### config.mk
export PLATFORM = sky130hd
export DESIGN_NAME = pipe_hazard_ctrl_flat
export DESIGN_NICKNAME = d
export VERILOG_FILES = /design/src/rtl/pipe_hazard_ctrl_if.sv /design/src/rtl/pipe_hazard_ctrl.sv /design/src/flat_wrapper.sv
export SDC_FILE = /design/constraint.sdc
export NUM_CORES = 1
export LEC_CHECK = 0
export BUFFER_PORTS_ARGS = -buffer_cell sky130_fd_sc_hd__buf_2
export CAP_MARGIN = 20
export CELL_PAD_IN_SITES_DETAIL_PLACEMENT = 1
export CELL_PAD_IN_SITES_GLOBAL_PLACEMENT = 2
export CORE_AREA = 2 2 59 61
export CTS_CLUSTER_SIZE = 25
export DETAILED_ROUTE_END_ITERATION = 12
export DIE_AREA = 0 0 61 63
export MAX_ROUTING_LAYER = met4
export PLACE_DENSITY_LB_ADDON = 0.1
export SLEW_MARGIN = 10
export SYNTH_ARGS = -nofsm -noshare
export SYNTH_HDL_FRONTEND = slang
export SYNTH_SLANG_ARGS = --single-unit
### constraint.sdc
create_clock -name clk -period 2.88 [get_ports clk]
set_input_delay 0.144 -clock clk [delete_from_list [all_inputs] [get_ports clk]]
set_output_delay 0.144 -clock clk [all_outputs]
set_load 0.1 [all_outputs]
### src/rtl/pipe_hazard_ctrl_if.sv
// Control bus between the 4-stage pipeline datapath (master) and the hazard controller (slave).
// Carries stage occupancy and register indices in, and the stall/flush/forwarding controls and state out.
interface pipe_hazard_ctrl_if #(
    parameter int REG_AW = 3,
    parameter int CNT_W  = 8
);
    logic              id_valid;
    logic [REG_AW-1:0] id_rs_a;
    logic [REG_AW-1:0] id_rs_b;
    logic              id_use_a;
    logic              id_use_b;
    logic              ex_valid;
    logic [REG_AW-1:0] ex_rd;
    logic              ex_wr;
    logic              ex_load;
    logic              wb_valid;
    logic [REG_AW-1:0] wb_rd;
    logic              wb_wr;
    logic              br_taken;
    logic              halt_req;
    logic              pc_en;
    logic              ifid_en;
    logic              ifid_flush;
    logic              idex_bubble;
    logic [1:0]        fwd_a;
    logic [1:0]        fwd_b;
    logic [1:0]        state;
    logic [CNT_W-1:0]  stall_cnt;
    logic [CNT_W-1:0]  flush_cnt;

    modport master (
        output id_valid, id_rs_a, id_rs_b, id_use_a, id_use_b,
        output ex_valid, ex_rd, ex_wr, ex_load,
        output wb_valid, wb_rd, wb_wr, br_taken, halt_req,
        input  pc_en, ifid_en, ifid_flush, idex_bubble,
        input  fwd_a, fwd_b, state, stall_cnt, flush_cnt
    );

    modport slave (
        input  id_valid, id_rs_a, id_rs_b, id_use_a, id_use_b,
        input  ex_valid, ex_rd, ex_wr, ex_load,
        input  wb_valid, wb_rd, wb_wr, br_taken, halt_req,
        output pc_en, ifid_en, ifid_flush, idex_bubble,
        output fwd_a, fwd_b, state, stall_cnt, flush_cnt
    );
endinterface

### src/rtl/pipe_hazard_ctrl.sv
// Pipeline sequencing controller: load-use stall, branch kill, halt/drain and operand forwarding.
// PIPE_PERF_CNT_EN enables the saturating stall/flush performance counters (tied to zero otherwise).
module pipe_hazard_ctrl #(
    parameter int REG_AW   = 3,
    parameter int LOAD_LAT = 1,
    parameter int CNT_W    = 8
) (
    input logic              clk,
    input logic              rst_n,
    pipe_hazard_ctrl_if.slave bus
);
    localparam logic [1:0] ST_RUN     = 2'b00;
    localparam logic [1:0] ST_LDSTALL = 2'b01;
    localparam logic [1:0] ST_HALT    = 2'b10;
    localparam logic [2:0] LAT_M1     = 3'(LOAD_LAT - 1);

    logic [1:0] state_q, state_d;
    logic [2:0] cnt_q, cnt_d;
    logic       haz_s;
    logic       pc_en_s, ifid_en_s, ifid_flush_s, idex_bubble_s;
    logic [1:0] fwd_a_s, fwd_b_s;

    function automatic logic [1:0] fwd_sel(input logic [REG_AW-1:0] rs, input logic use_x);
        logic [1:0] sel;
        if (use_x && bus.ex_valid && bus.ex_wr && !bus.ex_load &&
            (bus.ex_rd != {REG_AW{1'b0}}) && (bus.ex_rd == rs)) begin
            sel = 2'b01;
        end else if (use_x && bus.wb_valid && bus.wb_wr &&
                     (bus.wb_rd != {REG_AW{1'b0}}) && (bus.wb_rd == rs)) begin
            sel = 2'b10;
        end else begin
            sel = 2'b00;
        end
        return sel;
    endfunction

    // Load-use hazard and forwarding selects, evaluated in every state
    always_comb begin
        haz_s = bus.ex_valid && bus.ex_wr && bus.ex_load && (bus.ex_rd != {REG_AW{1'b0}}) &&
                bus.id_valid && ((bus.id_use_a && (bus.id_rs_a == bus.ex_rd)) ||
                                 (bus.id_use_b && (bus.id_rs_b == bus.ex_rd)));
        fwd_a_s = fwd_sel(bus.id_rs_a, bus.id_use_a);
        fwd_b_s = fwd_sel(bus.id_rs_b, bus.id_use_b);
    end

    // Next-state and front-end control; a taken branch overrides every state
    always_comb begin
        state_d       = state_q;
        cnt_d         = cnt_q;
        pc_en_s       = 1'b0;
        ifid_en_s     = 1'b0;
        ifid_flush_s  = 1'b0;
        idex_bubble_s = 1'b1;
        if (bus.br_taken) begin
            pc_en_s      = 1'b1;
            ifid_en_s    = 1'b1;
            ifid_flush_s = 1'b1;
            if (state_q != ST_HALT) begin
                state_d = ST_RUN;
                cnt_d   = 3'd0;
            end else begin
                state_d = ST_HALT;
            end
        end else begin
            case (state_q)
                ST_RUN: begin
                    if (haz_s) begin
                        if (LOAD_LAT > 1) begin
                            state_d = ST_LDSTALL;
                            cnt_d   = LAT_M1;
                        end else begin
                            state_d = ST_RUN;
                        end
                    end else begin
                        pc_en_s       = 1'b1;
                        ifid_en_s     = 1'b1;
                        idex_bubble_s = 1'b0;
                        if (bus.halt_req) begin
                            state_d = ST_HALT;
                        end else begin
                            state_d = ST_RUN;
                        end
                    end
                end
                ST_LDSTALL: begin
                    cnt_d = cnt_q - 3'd1;
                    if (cnt_q == 3'd1) begin
                        state_d = ST_RUN;
                    end else begin
                        state_d = ST_LDSTALL;
                    end
                end
                ST_HALT: begin
                    if (!bus.halt_req) begin
                        state_d = ST_RUN;
                    end else begin
                        state_d = ST_HALT;
                    end
                end
                default: begin
                    state_d = ST_RUN;
                    cnt_d   = 3'd0;
                end
            endcase
        end
    end

    // State and stall-countdown registers
    always_ff @(posedge clk or negedge rst_n) begin
        if (!rst_n) begin
            state_q <= ST_RUN;
            cnt_q   <= 3'd0;
        end else begin
            state_q <= state_d;
            cnt_q   <= cnt_d;
        end
    end

    // Reset forces a safe stalled/flushed front end regardless of inputs
    always_comb begin
        if (!rst_n) begin
            bus.pc_en       = 1'b0;
            bus.ifid_en     = 1'b0;
            bus.ifid_flush  = 1'b1;
            bus.idex_bubble = 1'b1;
            bus.fwd_a       = 2'b00;
            bus.fwd_b       = 2'b00;
        end else begin
            bus.pc_en       = pc_en_s;
            bus.ifid_en     = ifid_en_s;
            bus.ifid_flush  = ifid_flush_s;
            bus.idex_bubble = idex_bubble_s;
            bus.fwd_a       = fwd_a_s;
            bus.fwd_b       = fwd_b_s;
        end
    end

    assign bus.state = state_q;

`ifdef PIPE_PERF_CNT_EN
    localparam logic [CNT_W-1:0] CNT_ONE = {{(CNT_W-1){1'b0}}, 1'b1};

    logic [CNT_W-1:0] stall_cnt_q, flush_cnt_q;
    logic             stall_inc_s, flush_inc_s;

    function automatic logic [CNT_W-1:0] sat_inc(input logic [CNT_W-1:0] v);
        logic [CNT_W-1:0] r;
        if (&v) begin
            r = v;
        end else begin
            r = v + CNT_ONE;
        end
        return r;
    endfunction

    assign stall_inc_s = !bus.br_taken &&
                         (((state_q == ST_RUN) && haz_s) || (state_q == ST_LDSTALL));
    assign flush_inc_s = bus.br_taken;

    // Saturating performance counters, cleared only by reset
    always_ff @(posedge clk or negedge rst_n) begin
        if (!rst_n) begin
            stall_cnt_q <= {CNT_W{1'b0}};
            flush_cnt_q <= {CNT_W{1'b0}};
        end else begin
            stall_cnt_q <= stall_inc_s ? sat_inc(stall_cnt_q) : stall_cnt_q;
            flush_cnt_q <= flush_inc_s ? sat_inc(flush_cnt_q) : flush_cnt_q;
        end
    end

    assign bus.stall_cnt = stall_cnt_q;
    assign bus.flush_cnt = flush_cnt_q;
`else
    assign bus.stall_cnt = {CNT_W{1'b0}};
    assign bus.flush_cnt = {CNT_W{1'b0}};
`endif

endmodule

### src/flat_wrapper.sv
// flat-port wrapper written by rule: the top's interface ports become plain ports
module pipe_hazard_ctrl_flat 
#(
    parameter int REG_AW   = 3,
    parameter int LOAD_LAT = 1,
    parameter int CNT_W    = 8
)
  (clk, rst_n, bus_id_valid, bus_id_rs_a, bus_id_rs_b, bus_id_use_a, bus_id_use_b, bus_ex_valid, bus_ex_rd, bus_ex_wr, bus_ex_load, bus_wb_valid, bus_wb_rd, bus_wb_wr, bus_br_taken, bus_halt_req, bus_pc_en, bus_ifid_en, bus_ifid_flush, bus_idex_bubble, bus_fwd_a, bus_fwd_b, bus_state, bus_stall_cnt, bus_flush_cnt);
  pipe_hazard_ctrl_if #(.REG_AW(REG_AW), .CNT_W(CNT_W)) bus_i ();
  input logic clk;
  input logic rst_n;
  input wire logic [$bits(bus_i.id_valid)-1:0] bus_id_valid;
  input wire logic [$bits(bus_i.id_rs_a)-1:0] bus_id_rs_a;
  input wire logic [$bits(bus_i.id_rs_b)-1:0] bus_id_rs_b;
  input wire logic [$bits(bus_i.id_use_a)-1:0] bus_id_use_a;
  input wire logic [$bits(bus_i.id_use_b)-1:0] bus_id_use_b;
  input wire logic [$bits(bus_i.ex_valid)-1:0] bus_ex_valid;
  input wire logic [$bits(bus_i.ex_rd)-1:0] bus_ex_rd;
  input wire logic [$bits(bus_i.ex_wr)-1:0] bus_ex_wr;
  input wire logic [$bits(bus_i.ex_load)-1:0] bus_ex_load;
  input wire logic [$bits(bus_i.wb_valid)-1:0] bus_wb_valid;
  input wire logic [$bits(bus_i.wb_rd)-1:0] bus_wb_rd;
  input wire logic [$bits(bus_i.wb_wr)-1:0] bus_wb_wr;
  input wire logic [$bits(bus_i.br_taken)-1:0] bus_br_taken;
  input wire logic [$bits(bus_i.halt_req)-1:0] bus_halt_req;
  output wire logic [$bits(bus_i.pc_en)-1:0] bus_pc_en;
  output wire logic [$bits(bus_i.ifid_en)-1:0] bus_ifid_en;
  output wire logic [$bits(bus_i.ifid_flush)-1:0] bus_ifid_flush;
  output wire logic [$bits(bus_i.idex_bubble)-1:0] bus_idex_bubble;
  output wire logic [$bits(bus_i.fwd_a)-1:0] bus_fwd_a;
  output wire logic [$bits(bus_i.fwd_b)-1:0] bus_fwd_b;
  output wire logic [$bits(bus_i.state)-1:0] bus_state;
  output wire logic [$bits(bus_i.stall_cnt)-1:0] bus_stall_cnt;
  output wire logic [$bits(bus_i.flush_cnt)-1:0] bus_flush_cnt;
  assign bus_i.id_valid = bus_id_valid;
  assign bus_i.id_rs_a = bus_id_rs_a;
  assign bus_i.id_rs_b = bus_id_rs_b;
  assign bus_i.id_use_a = bus_id_use_a;
  assign bus_i.id_use_b = bus_id_use_b;
  assign bus_i.ex_valid = bus_ex_valid;
  assign bus_i.ex_rd = bus_ex_rd;
  assign bus_i.ex_wr = bus_ex_wr;
  assign bus_i.ex_load = bus_ex_load;
  assign bus_i.wb_valid = bus_wb_valid;
  assign bus_i.wb_rd = bus_wb_rd;
  assign bus_i.wb_wr = bus_wb_wr;
  assign bus_i.br_taken = bus_br_taken;
  assign bus_i.halt_req = bus_halt_req;
  assign bus_pc_en = bus_i.pc_en;
  assign bus_ifid_en = bus_i.ifid_en;
  assign bus_ifid_flush = bus_i.ifid_flush;
  assign bus_idex_bubble = bus_i.idex_bubble;
  assign bus_fwd_a = bus_i.fwd_a;
  assign bus_fwd_b = bus_i.fwd_b;
  assign bus_state = bus_i.state;
  assign bus_stall_cnt = bus_i.stall_cnt;
  assign bus_flush_cnt = bus_i.flush_cnt;
  pipe_hazard_ctrl #(.REG_AW(REG_AW), .LOAD_LAT(LOAD_LAT), .CNT_W(CNT_W)) u_core (.clk(clk), .rst_n(rst_n), .bus(bus_i));
endmodule
Word-level counts from Yosys, hierarchy flattened
Index checks and enable logic that the tools add are counted.
{"block": "totals", "ff_bits": 5, "input_bits": 24, "out_inout_bits": 26, "wordCells": 72}
{"block": "op_classes", "n_addsub": 1, "eq_ne": 12, "muxes": 25, "n_reduce_logical": 32}
{"operator": "1-bit logical AND", "n": 25}
{"operator": "2-bit 2-to-1 mux", "n": 10}
{"operator": "3-bit == test", "n": 6}
{"operator": "1-bit 2-to-1 mux", "n": 11}
{"operator": "3-bit 2-to-1 mux", "n": 2}
{"operator": "2-bit case mux with 3 select lines", "n": 1}
{"operator": "3-bit case mux with 2 select lines", "n": 1}
{"operator": "3-bit nonzero test", "n": 2}
{"operator": "2-bit by 1-bit inequality test with 1-bit output (second input constant)", "n": 2}
{"operator": "3-bit by 1-bit == test with 1-bit output (second input constant)", "n": 1}
{"operator": "3-bit by 1-bit subtractor with 3-bit output (second input constant)", "n": 1}
{"operator": "2-bit by 1-bit == test with 1-bit output (second input constant)", "n": 1}
{"operator": "2-bit == test (second input constant)", "n": 1}
{"operator": "2-bit logical NOT", "n": 1}
{"operator": "2-bit inequality test (second input constant)", "n": 1}
{"operator": "2-bit AND reduction", "n": 1}
{"operator": "2-bit OR reduction", "n": 1}
{"operator": "1-bit logical NOT", "n": 1}
{"operator": "1-bit logical OR", "n": 1}

Logic depth before layout (Yosys ltp)
Gate-level depths: netlist (run 1).
{"block": "depth", "word_depth": 9, "ltp_mapped": 6, "depth_no_buf": 6}

Worst setup path after synthesis (run 1)
No wires, ideal clock.
{"block": "synth_path", "path_type": "register to output", "start": "register u_core.state_q[1], in the netlist u_core.bus.state[1]", "end": "output bus_pc_en", "arrival_ns": 2.312, "setup_slack_ns": 0.424, "stages_incl_launch_ff": 4, "cell_sequence": "dfrtp_1 -> nor3b_1 -> a22o_1 -> buf_4"}
{"block": "synth_between", "elab_chain_len": 4}
{"element": "start, declared", "line_no": "pipe_hazard_ctrl.sv:17", "rtl": "logic [1:0] state_q, state_d;"}
{"element": "start signal, assigned", "line_no": "pipe_hazard_ctrl.sv:114", "rtl": "state_q <= state_d;"}
{"element": "2-bit logical NOT"}
{"element": "1-bit 2-to-1 mux (3 in a row)"}
{"element": "end, declared", "line_no": "flat_wrapper.sv:26", "rtl": "output wire logic [$bits(bus_i.pc_en)-1:0] bus_pc_en;"}
Every way passes these cells.

Worst setup path after layout (run 1)
{"block": "layout_path", "start": "input rst_n", "end": "output bus_fwd_a[1]"}
{"block": "layout_between", "elab_chain_len": 1}
{"element": "start, declared", "line_no": "flat_wrapper.sv:11", "rtl": "input logic rst_n;"}
{"element": "2-bit 2-to-1 mux", "line_no": "pipe_hazard_ctrl.sv:121", "rtl": "if (!rst_n) begin"}
{"element": "end, declared", "line_no": "flat_wrapper.sv:30", "rtl": "output wire logic [$bits(bus_i.fwd_a)-1:0] bus_fwd_a;"}
Every way passes these cells.

==> results.txt, run 1 <==
P&R area growth vs syn - 28.8%
final setup TNS - 0 ps
biggest area consumer among synthesized cells - buf_4
Worst-Skew Late Latency - 240 ps
Max-cap violations - 0
Pre-antenna DRT Iters - 3
average wire per standard cell - 10.7 um
first-pass GRT wire length - 2660 um
DIE AREA - 0.00384 mm2
clock sink total - 5
r2r worst-path depth - 5
CTS clk-pin slew, worst paths - 40 ps
antenna violations before repair - 0
Syn Inst Count - 79
capturing point of the worst reg2reg path - u_core.cnt_q[2]
register area share after synthesis - 19.2%
row count - 21
leakage power - 0.404 nW
pwr/cell area - 421 mW/mm2
clock root cell - clkbuf_4
Worst Path Max Fanout - 12
largest net degree at the start of global routing - 13
fillcell total - 410
crit path capture type - output pin
Final Wtd Congestion - 0.704
Syn. warnings - 0
WP data required - 2740 ps
path type of the worst min-delay path - input pin to flop
clk buf depth - 2
Layout Skew - 2.37 ps
core box area - 0.00323 mm2
setup bufs post-CTS - 0
CTS buffer count - 3
die width - 61 um
Tmin final - 2000 ps
hold path start - bus_id_valid
vias in the first global route - 579
R2R Setup Slk - 1690 ps
Hold Slack - 237 ps
PortBufs - 33
vias per cell - 3.76
HPWL Detailed - 1500 um
status - finished clean
Post-Syn Area - 651 um2
Routed WL - 1720 um
H-tree depth - 1
via count - 606
CP Class - input pin to output pin
share of layout cells above drive strength 1 - 36.5%
Avg Cell Area, Syn - 8.24 um2
CTS tree - done
peak supply drop - 210 uV
Antenna Cells - 0
crit start category - input pin
# setup viols final - 0
reg2reg start - u_core.cnt_q[0]
FF+latch count, synth - 5
Post-route DRC - 0
die height - 63 um
initial DRC count - 9
RSZ-0062 raised after global routing - no
period utilization - 69.4%
top cells by area, synth - buf_4, dfrtp_1, xnor2_1, xor2_1, o2111ai_4
hold worst-path end - u_core.bus.state[1]
ANT nets after route - 0
share of the synthesized area in the top cell type - 19.6%
Final Hold Fails - 0
GR Overflow Total - 0
WHS Path Cells - 3
NumNets Final - 142
post-CTS resize count - 0
Total GRT Usage - 9.13%
Synth cell types - 28
Top Ports - 50
fmax - 500 MHz
data arrival time of the critical path - 1850 ps
Starting Density - 20.1%
max-slew violation count - 0
[report_power, final]
group	total [W]	internal [W]	switching, W
Clock	0.0000816	0.0000524	0.0000292
Combinational	0.000197	0.0000335	0.000164
Sequential	0.0000744	0.0000718	0.00000261
Total	0.000353	0.000158	0.000195
[repair_timing]
item	in CTS	in global routing
hold buffers	1	0
setup endpoints to repair	0	0
hold endpoints to repair	5	0
[synthesized netlist by cell type]
| cell type | number |
|---|---|
| buf_4 | 17 |
| xnor2_1 | 6 |
| a21oi_1 | 5 |
| dfrtp_1 | 5 |
| nor2_1 | 5 |
| inv_1 | 4 |
| nand2_1 | 4 |
| o21ai_0 | 4 |
| xor2_1 | 4 |
| nand4_1 | 3 |
| and3_1 | 2 |
| and4_4 | 2 |
| ha_1 | 2 |
| nor3_1 | 2 |
| a211oi_1 | 1 |
| a22o_1 | 1 |
| and3_2 | 1 |
| conb_1 | 1 |
| nand2b_1 | 1 |
| nand3b_1 | 1 |
| nor2b_1 | 1 |
| nor2b_4 | 1 |
| nor3b_1 | 1 |
| o2111ai_4 | 1 |
| o21a_1 | 1 |
| o21bai_1 | 1 |
| o311a_2 | 1 |
| or3_1 | 1 |
[final cells by class]
cell class | count | area (um2) | area share, %
tap | 46 | 57.6 | 6.87
multi-input combinational | 68 | 439 | 52.4
inverter | 4 | 15.0 | 1.79
timing repair buffer | 34 | 175 | 20.9
clock buffer | 4 | 26.3 | 3.13
sequential | 5 | 125 | 14.9
[per-stage QoR]
step,std cells,instance area (um2),power (W),utilization (%),worst slack [ps]
after floorplan,94,707,0.000254,-,424
after global placement,156,802,0.000272,24.8,1300
after detailed placement,156,802,0.000272,24.8,1290
after CTS,161,838,0.000358,25.9,877
after global routing,161,838,0.000369,25.9,764
final,161,838,0.000353,25.9,882
[sequential cells by signal (all words and copies together) (netlist names)]
signal and flops:
u_core.cnt_q 3, u_core.bus.state 2
[layer usage]
metal	up-vias	wire, um	share of wire (%)	GRT usage (%)
li1	311	-	-	-
met1	269	833	48	13.6
met2	26	747	43	12.1
met3	0	138	8.0	3.52
met4	0	0	0	0.815
met5	-	0	0	-
[how the worst max path moves through the flow]
stage / from / to / slack, ps
floorplan: u_core.bus.state[1] / bus_pc_en / 420
finish: rst_n / bus_fwd_a[1] / 880
global placement: bus_ex_rd[0] / bus_pc_en / 1300
global route: rst_n / bus_fwd_a[1] / 760
CTS: rst_n / bus_fwd_a[1] / 880
detailed placement: bus_ex_rd[0] / bus_ifid_en / 1290
[logic make-up (layout without fill, tap and decap cells)]
| logic type | after synthesis | in the layout | share of synthesized area (%) |
|---|---|---|---|
| AOI/OAI and AO/OA | 15 | 15 | 17.5 |
| and+or+nand+nor | 25 | 25 | 23.5 |
| xor gates and xnor gates | 10 | 10 | 13.5 |
| buffers and inverters | 21 | 42 | 21.9 |
| adders and majority gates | 2 | 2 | 3.85 |
| DFF | 5 | 5 | 19.2 |
| other | 1 | 16 | 0.576 |
[placed cells by master (no fill, tap or decap), drive strengths merged]
cell type and instances:
nand3b 1, nor2 5, o21bai 1, clkbuf 4, inv 4, nand4 3
nand2b 1, nor3b 1, buf 33, nor3 2, o2111ai 1, conb 16
ha 2, dfrtp 5, nor2b 2, dlygate4sd3 1, o311a 1, nand2 4
o21a 1, or3 1, xnor2 6, a21oi 5, and3 3, o21ai 4
a211oi 1, and4 2, xor2 4, a22o 1
[worst max-delay path: stages]
cell           delay (ps)
dlygate4sd3_1         520
buf_2                 240
and3_1                240
nand4_1               100
a21oi_1               150
buf_2                 450
(Power assumes the default switching activity.)
==> run 2: changes to the inputs <==
--- a/config.mk
+++ b/config.mk
@@ -9,10 +9,10 @@
 export CAP_MARGIN = 20
 export CELL_PAD_IN_SITES_DETAIL_PLACEMENT = 1
 export CELL_PAD_IN_SITES_GLOBAL_PLACEMENT = 2
-export CORE_AREA = 2 2 59 61
+export CORE_AREA = 2 2 65 67
 export CTS_CLUSTER_SIZE = 25
 export DETAILED_ROUTE_END_ITERATION = 12
-export DIE_AREA = 0 0 61 63
+export DIE_AREA = 0 0 67 69
 export MAX_ROUTING_LAYER = met4
 export PLACE_DENSITY_LB_ADDON = 0.1
 export SLEW_MARGIN = 10
==> constraint.sdc (replaced) <==
create_clock -name clk -period 1.79 [get_ports clk]
set_input_delay 0.0895 -clock clk [delete_from_list [all_inputs] [get_ports clk]]
set_output_delay 0.0895 -clock clk [all_outputs]
set_load 0.1 [all_outputs]
==> run 2 against run 1 <==
  * Total power up 89%
  * Clock skew down 2.3 ps
  * Clock-buffer cell count unchanged
  * Design area up 10%
  * Critical path type unchanged
  * Sequential power up 63%
  * Highest routed layer is now met4
  * Largest cell class unchanged
  * Sequential cell count unchanged
  * Non-clock buffer count unchanged
  * Worst hold slack worse by 33 ps
  * Final cell count up 2.5%
  * Clock power rose to 2.5 times the previous value
  * Core utilization down 2.3 points
==> results.txt, run 2 (synthesis gave the netlist of run 1 again) <==
Final Wtd Congestion - 0.673
Antenna Cells - 0
reg2reg start - u_core.cnt_q[0]
DIE AREA - 0.00462 mm2
peak per-stage delay on the critical path - 430 ps
Clock power frac - 31.2%
largest reg by FF count - u_core.cnt_q
max-slew violation count - 0
CTS clk-pin slew, worst paths - 40 ps
status - finished clean
ANT nets after route - 0
initial DRC count - 6
worst path cell trace - buf_2 -> xnor2_1 -> and4_4 -> o2111ai_4 -> nand4_1 -> buf_2
Post-route DRC - 0
GR Overflow Total - 0
crit path capture type - output pin
largest net degree at the start of global routing - 9
cell repeated most along the worst path - buf_2
pwr/cell area - 722 mW/mm2
Layout Skew - 0.0977 ps
CP top delay family - buffers and inverters
Slowest cell on crit path - buf_2
PortBufs - 33
clock sink total - 5
Post-DP Area - 868 um2
fmax - 696 MHz
max reg flops - 3
clk buf depth - 2
hold path start - bus_id_valid
CTS buffer count - 3
setup bufs post-CTS - 0
leakage power - 0.420 nW
period utilization - 80.2%
# setup viols final - 0
most common cell after layout, fill and taps aside - buf_2
Routed WL - 1950 um
die height - 69 um
CP Class - input pin to output pin
antenna violations before repair - 0
post-CTS resize count - 0
R2R Setup Slk - 630 ps
NumNets Final - 142
P&R area growth vs syn - 41.9%
Total GRT Usage - 8.96%
clock root cell - clkbuf_8
CTS tree - done
r2r worst-path depth - 5
Top Ports - 50
WHS Path Cells - 3
die width - 67 um
WP data required - 1700 ps
Sw Ratio - 49.2%
final instance area - 923 um2
average wire per standard cell - 11.8 um
via count - 648
Final Hold Fails - 0
Worst-Skew Late Latency - 220 ps
capturing point of the worst reg2reg path - u_core.cnt_q[2]
H-tree depth - 1
Seq pwr share - 18.2%
most frequent cells in the layout - buf_2, conb_1, xnor2_1
crit start category - input pin
row count - 23
Tmin final - 1440 ps
vias per cell - 3.93
RSZ-0062 raised after global routing - no
HPWL Detailed - 1670 um
share of layout cells above drive strength 1 - 40.9%
CP Buf/Inv Count - 2
internal power - 0.000339 W
hold_buf cts - 1
data arrival time of the critical path - 1350 ps
Max-cap violations - 0
P_sw - 0.000328 W
Starting Density - 16.6%
first-pass GRT wire length - 3220 um
Pre-antenna DRT Iters - 2
path type of the worst min-delay path - input pin to flop
vias in the first global route - 717
hold worst-path end - u_core.bus.state[1]
Gate power share - 50.6%
Worst Path Max Fanout - 3
core box area - 0.00391 mm2
fin util - 23.6%
peak supply drop - 323 uV
==> run 2: stage by stage <==
step           hold WS, ps  TNS (ps)  worst slack (ps)  total power [W]  std cells
2_1_floorplan         -206     -35.9             -30.9         0.000411         94
3_3_place_gp         -37.7         0               336         0.000459        160
3_5_place_dp         -34.2         0               345         0.000458        160
4_1_cts                205         0               341         0.000676        165
5_1_grt                228         0               247         0.000696        165
6_report               204         0               354         0.000666        165
==> run 2: final cells by class <==
cell class / count / area (um2)
fillers: 500 / 2990
repair buffers: 34 / 220
clock buffers: 4 / 45.0
multi-input cells: 68 / 448
flip-flops and latches: 5 / 133
well taps: 50 / 62.6
inverters: 4 / 15.0
==> run 2: worst max path at each step <==
stage | start | endpoint | cells after the start
global route | bus_ex_rd[0] | bus_idex_bubble | 6
floorplan | u_core.bus.state[1] | bus_pc_en | 3
finish | bus_ex_rd[1] | bus_idex_bubble | 6
CTS | bus_ex_rd[1] | bus_idex_bubble | 6
detailed placement | bus_ex_rd[1] | bus_idex_bubble | 6
global placement | bus_ex_rd[1] | bus_idex_bubble | 6
==> run 2: power by group through the flow <==
stage	logic [W]	clock network [W]	registers, W
2_1_floorplan	0.000273	0	0.000138
3_3_place_gp	0.000336	0	0.000123
3_5_place_dp	0.000336	0	0.000123
4_1_cts	0.000338	0.000216	0.000121
5_1_grt	0.000351	0.000223	0.000122
6_report	0.000337	0.000208	0.000121
==> run 2: tightest hold or removal path, cell delays in order <==
cell,delay (ps)
buf_2,110
o2111ai_4,70
o21a_1,110
==> run 2: layer usage <==
layer  GRT usage (%)  share of wire, %  wire length (um)
met3            1.63               9.6               187
met5               -                 0                 0
met2            15.8                51               995
met4            2.72              0.51                10
met1            9.95                39               760
